$ cat config.mk
export PLATFORM = sky130hd
export DESIGN_NAME = fifo_uart_tx
export DESIGN_NICKNAME = d
export VERILOG_FILES = /design/src/rtl/fifo_uart_pkg.sv /design/src/rtl/fifo_uart_tx_baud.sv /design/src/rtl/fifo_uart_tx.sv
export SDC_FILE = /design/constraint.sdc
export NUM_CORES = 1
export LEC_CHECK = 0
export CORE_MARGIN = 3
export CORE_UTILIZATION = 55
export CTS_CLUSTER_SIZE = 12
export DETAILED_ROUTE_END_ITERATION = 7
export GPL_ROUTABILITY_DRIVEN = 1
export PLACE_DENSITY_LB_ADDON = 0.25
export SETUP_SLACK_MARGIN = 0.15
export SLEW_MARGIN = 20
export SYNTH_ARGS = -nofsm -noshare
export SYNTH_HDL_FRONTEND = slang
export SYNTH_SLANG_ARGS = --single-unit
$ cat constraint.sdc
create_clock -name clk -period 2.8 [get_ports clk]
set_clock_uncertainty 0.1 [all_clocks]
set_input_delay 0.42 -clock clk [delete_from_list [all_inputs] [get_ports clk]]
set_output_delay 0.42 -clock clk [all_outputs]
set_load 0.02 [all_outputs]
$ cat src/rtl/fifo_uart_pkg.sv
// Shared state encoding, line levels and default sizing for the FIFO-fed UART transmitter.
// No logic, no latency, no flow control of its own.
package fifo_uart_pkg;

    localparam int DEF_DATA_WIDE    = 8;
    localparam int DEF_CLKS_PER_BIT = 16;

    localparam logic START_LEVEL = 1'b0;
    localparam logic STOP_LEVEL  = 1'b1;
    localparam logic IDLE_LEVEL  = 1'b1;

    typedef enum logic [2:0] {
        IDLE  = 3'd0,
        POP   = 3'd1,
        LOAD  = 3'd2,
        START = 3'd3,
        DATA  = 3'd4,
        STOP  = 3'd5
    } state_t;

endpackage

$ cat src/rtl/fifo_uart_tx_baud.sv
// Bit-period timer: bit_end flags the last clk of every ClksPerBit-cycle bit period.
// Output decoded from the count register; clear realigns the period, no backpressure.
module baud_tick_gen #(
    parameter int ClksPerBit = 16
) (
    input  logic clk,
    input  logic rst,
    input  logic clear,
    output logic bit_end
);

    localparam int CW = (ClksPerBit > 1) ? $clog2(ClksPerBit) : 1;
    localparam logic [CW-1:0] LAST = CW'(ClksPerBit - 1);

    logic [CW-1:0] cnt;

    always_ff @(posedge clk or negedge rst) begin
        if (!rst) begin
            cnt <= '0;
        end else if (clear || cnt == LAST) begin
            cnt <= '0;
        end else begin
            cnt <= cnt + 1'b1;
        end
    end

    assign bit_end = (cnt == LAST);

endmodule

$ cat src/rtl/fifo_uart_tx.sv
// Pops one FIFO word at a time and sends it as an 8N1 frame, LSB first, on Tx.
// Frame period (DataWide+2)*ClksPerBit+3 clks; pops only in IDLE with Enable and a non-empty FIFO.
module fifo_uart_tx
    import fifo_uart_pkg::*;
#(
    parameter int DataWide   = DEF_DATA_WIDE,
    parameter int ClksPerBit = DEF_CLKS_PER_BIT
) (
    input  logic                clk,
    input  logic                rst,
    input  logic                Enable,
    input  logic                Fifo_Empty,
    input  logic [DataWide-1:0] Fifo_Data,
    output logic                Fifo_CS,
    output logic                Fifo_Insert_Delete,
    output logic                Tx,
    output logic                Busy,
    output logic                Byte_Done
);

    localparam int BW = (DataWide > 1) ? $clog2(DataWide) : 1;
    localparam logic [BW-1:0] LAST_BIT = BW'(DataWide - 1);

    state_t              state;
    logic [DataWide-1:0] shift;
    logic [BW-1:0]       bit_cnt;
    logic                bit_end;
    logic                baud_clear;

    // Clearing during LOAD makes the first START cycle count zero.
    assign baud_clear = (state == LOAD);

    baud_tick_gen #(.ClksPerBit(ClksPerBit)) u_baud (
        .clk     (clk),
        .rst     (rst),
        .clear   (baud_clear),
        .bit_end (bit_end)
    );

    always_ff @(posedge clk or negedge rst) begin
        if (!rst) begin
            state   <= IDLE;
            shift   <= '0;
            bit_cnt <= '0;
        end else begin
            case (state)
                IDLE:  if (Enable && !Fifo_Empty) state <= POP;
                POP:   state <= LOAD;
                LOAD: begin
                    shift   <= Fifo_Data;
                    bit_cnt <= '0;
                    state   <= START;
                end
                START: if (bit_end) state <= DATA;
                DATA: begin
                    if (bit_end) begin
                        shift <= shift >> 1;
                        if (bit_cnt == LAST_BIT) begin
                            bit_cnt <= '0;
                            state   <= STOP;
                        end else begin
                            bit_cnt <= bit_cnt + 1'b1;
                        end
                    end
                end
                STOP:  if (bit_end) state <= IDLE;
                default: state <= IDLE;
            endcase
        end
    end

    always_comb begin
        Tx = IDLE_LEVEL;
        case (state)
            START:   Tx = START_LEVEL;
            DATA:    Tx = shift[0];
            STOP:    Tx = STOP_LEVEL;
            default: Tx = IDLE_LEVEL;
        endcase
    end

    assign Fifo_CS            = (state == POP);
    assign Fifo_Insert_Delete = 1'b0;
    assign Busy               = (state != IDLE);
    assign Byte_Done          = (state == STOP) && bit_end;

endmodule

==> flow_metrics.py <==
metrics = {
    "critical_path": {
        "cp_top_family": "buffers and inverters",
        "cp-start-kind": "register",
        "rr_endpoint": "shift[5]",
        "path_cells": "ha_1, and3_4, nand2_1, nor3_1, clkdlybuf4s50_1",
        "r2r_cells": 5,
        "crit_type": "reg2out",
        "crit_end": "Byte_Done",
        "worstPathRequired_ps": 2280,
        "path_buf_inv": 1,
        "critPathSlowestCell": "clkdlybuf4s50_1",
        "cp.arrival_ps": 2060,
        "critPathCaptureType": "primary output",
        "reg2reg_setup_slack_ps": 1070,
        "slowest_delay_ps": 660,
        "r2r_start": "state[0]",
        "cp_max_fo": 8,
        "critPathLaunch": "u_baud.cnt[0]",
        "critical_path_depth": 5,
    },
    "sta": {
        "max_freq_mhz": 387,
        "rsz0062_at_grt": "false",
        "finalCritPeriodShare_pct": 92.2,
        "tightest_slew_ps": 809,
        "fin_tns_setup_ps": 0,
        "maxSlewHeadroom_pct": 45.9,
        "fin_crit_ps": 2580,
        "final_hold_viol_count": 0,
        "setup_violations": 0,
        "holdWs_ps": 369,
        "drv_slew": 0,
    },
    "floorplan": {
        "die_area_sq_um": 2410,
        "fp.dieH_um": 49.1,
        "io_pins": 17,
        "die_w_um": 49.1,
        "core_area_sq_um": 1630,
        "initial_core_util_pct": 62.6,
        "rows": 14,
    },
    "synthesis": {
        "synth_most_common_cell": "dfrtp_1",
        "ys_seq_area_share_pct": 44.2,
        "yosys.cell_types.count": 39,
        "synth_seq_cells": 18,
        "syn_area_sq_um": 1020,
        "synthAdderAreaFrac_pct": 3.68,
        "synth_compound_area_share_pct": 15.5,
        "synth-main-ff-cell": "dfrtp_1",
        "synth-xor-area-share_pct": 1.72,
        "yosys.area.top_type_share_pct": 44.2,
        "syn_nets": 114,
        "synth_simple_gate_area_share_pct": 18.2,
        "synthMuxAreaShare_pct": 7.98,
        "avgSynthCellArea_sq_um": 10.3,
        "synth_top_family_by_area": "simple AND/OR/NAND/NOR gates",
        "yosysTopAreaCell": "dfrtp_1",
        "syn_inst": 99,
        "async_flop_share_pct": 100,
        "synthTopCellsByCount": "18 x dfrtp_1, 14 x nand2_1, 7 x mux2i_1, 6 x o21ai_1, 5 x buf_6",
        "yosys_warnings": 0,
        "yosys-top-cells-area": "dfrtp_1 44%, mux2i_1 6.9%, buf_6 5.5%",
        "synth_edf_count": 0,
    },
    "placement": {
        "portBuffers": 15,
        "dp.cells": 131,
        "dp_hpwl_mm": 1.34,
        "placed_cell_area_sq_um": 1140,
        "place_congestion": 0.834,
    },
    "routing": {
        "viasPerCell": 5.59,
        "drtAntennaViolNets": 0,
        "drt-wirelength-per-cell_um": 13.6,
        "wirelength_mm": 1.84,
        "route.detailed.drc": 0,
        "drtPass1Iterations": 4,
        "dr.first_iter.drc_count": 21,
        "via_count": 755,
    },
    "clock_network": {
        "cts_tree": "yes",
        "clk_latency_ps": 300,
        "post_cts_buffers": 0,
        "cts-root-buf": "clkbuf_4",
        "post_cts_resized": 0,
        "numCtsBuffers": 3,
        "htreeDepth": 1,
        "clk_pin_slew_ps": 100,
        "cts_buffer_depth": 2,
        "clock-sinks": 18,
        "cts-hold-fix-buffers": 0,
    },
    "power": {
        "total_leakage_power_uw": 0.000511,
        "power_density_nw_per_um2": 775,
        "ir_worst_vdd_mv": 0.477,
    },
    "global_routing": {
        "grt_pass1_vias": 791,
        "gr-total-overflow": 0,
        "grt_use_total_pct": 18.1,
        "grt_pass1_wl_mm": 3.26,
        "antenna_found_initial": 0,
        "grt_max_degree": 19,
    },
    "final_layout": {
        "nets": 127,
        "final_layout_size_suffix_gt1_share_pct": 12.6,
        "diodes": 0,
        "regArea_sq_um": 450,
        "fin_area_sq_um": 1170,
        "num-fill-cells": 139,
        "layout.cells.non_filler": 135,
        "area_delta_synth_final_pct": 15.0,
        "multi_input_area_sq_um": 483,
    },
    "worst_hold_path": {
        "hp-class": "reg2reg",
    },
    "run_status": {
        "status": "completed",
    },
    "job": {
        "cap_viol_max_count": 0,
    },
}
[cell type report]
cell class | count | share of cell area, %
Multi-Input combinational cell | 70 | 41.2
Timing Repair Buffer | 17 | 14.1
Sequential cell | 18 | 38.4
Inverter | 2 | 0.640
Tap cell | 24 | 2.56
Clock buffer | 4 | 3.09
[cell usage in the layout (no fill, tap or decap), types with 2 or more instances in the layout]
cell and n:
a21oi_1 3, ha_1 3, o21ai_2 2, nand3_1 3
dfrtp_1 18, nand2_1 14, nor2_1 4, mux2i_1 7
buf_4 2, clkdlybuf4s50_1 15, o21ai_0 3, clkbuf_4 3
o21ai_1 6, nor2b_1 2
[logic make-up (layout without fill, tap and decap cells)]
family	Yosys count	count (layout)
buffers and inverters	11	23
muxes	8	8
adders and majority gates	3	3
DFF	18	18
AOI/OAI and AO/OA	23	23
and+or+nand+nor	33	33
other	1	1
xor gates and xnor gates	2	2
[power by group]
group	leakage [uW]	internal [uW]	total (uW)	switching (uW)
Combinational	0.000270	148	308	160
Clock	0.0000210	79.3	162	82.9
Sequential	0.000220	355	439	83.2
Total	0.000511	582	908	326
[layer usage]
| layer | GRT usage (%) | vias up | routed length (um) |
|---|---|---|---|
| met5 | 0 | - | 0 |
| met4 | 16.6 | 0 | 70 |
| met3 | 3.98 | 6 | 68 |
| met2 | 28.6 | 18 | 902 |
| met1 | 20.0 | 362 | 798 |
| li1 | - | 369 | - |
[registers in the layout, summed over array words and instances (netlist names)]
signal / flops
bit_cnt: 3
shift: 8
state: 3
u_baud.cnt: 4
[through the flow]
stage | power (uW) | util (%) | setup WS, ps
final | 908 | 72.0 | 218
after global routing | 982 | 72.0 | 158
after CTS | 918 | 72.0 | 202
after detailed placement | 755 | 69.7 | 546
after global placement | 728 | 69.7 | 654
after floorplan | 668 | - | 934
[worst reg2reg max path, stage by stage, from the launching register on]
cell and delay (ps):
dfrtp_1 690, nor3b_4 90, buf_4 210, a21oi_4 380, nand2_1 140, o21ai_2 70
[worst min path at each step]
stage | startpoint | endpoint | depth (start not counted)
global route | u_baud.cnt[0] | u_baud.cnt[0] | 1
global placement | u_baud.cnt[0] | u_baud.cnt[0] | 1
CTS | u_baud.cnt[0] | u_baud.cnt[0] | 1
finish | u_baud.cnt[0] | u_baud.cnt[0] | 1
floorplan | rst | bit_cnt[0] | 0
detailed placement | u_baud.cnt[0] | u_baud.cnt[0] | 1
(Power assumes the default switching activity.)
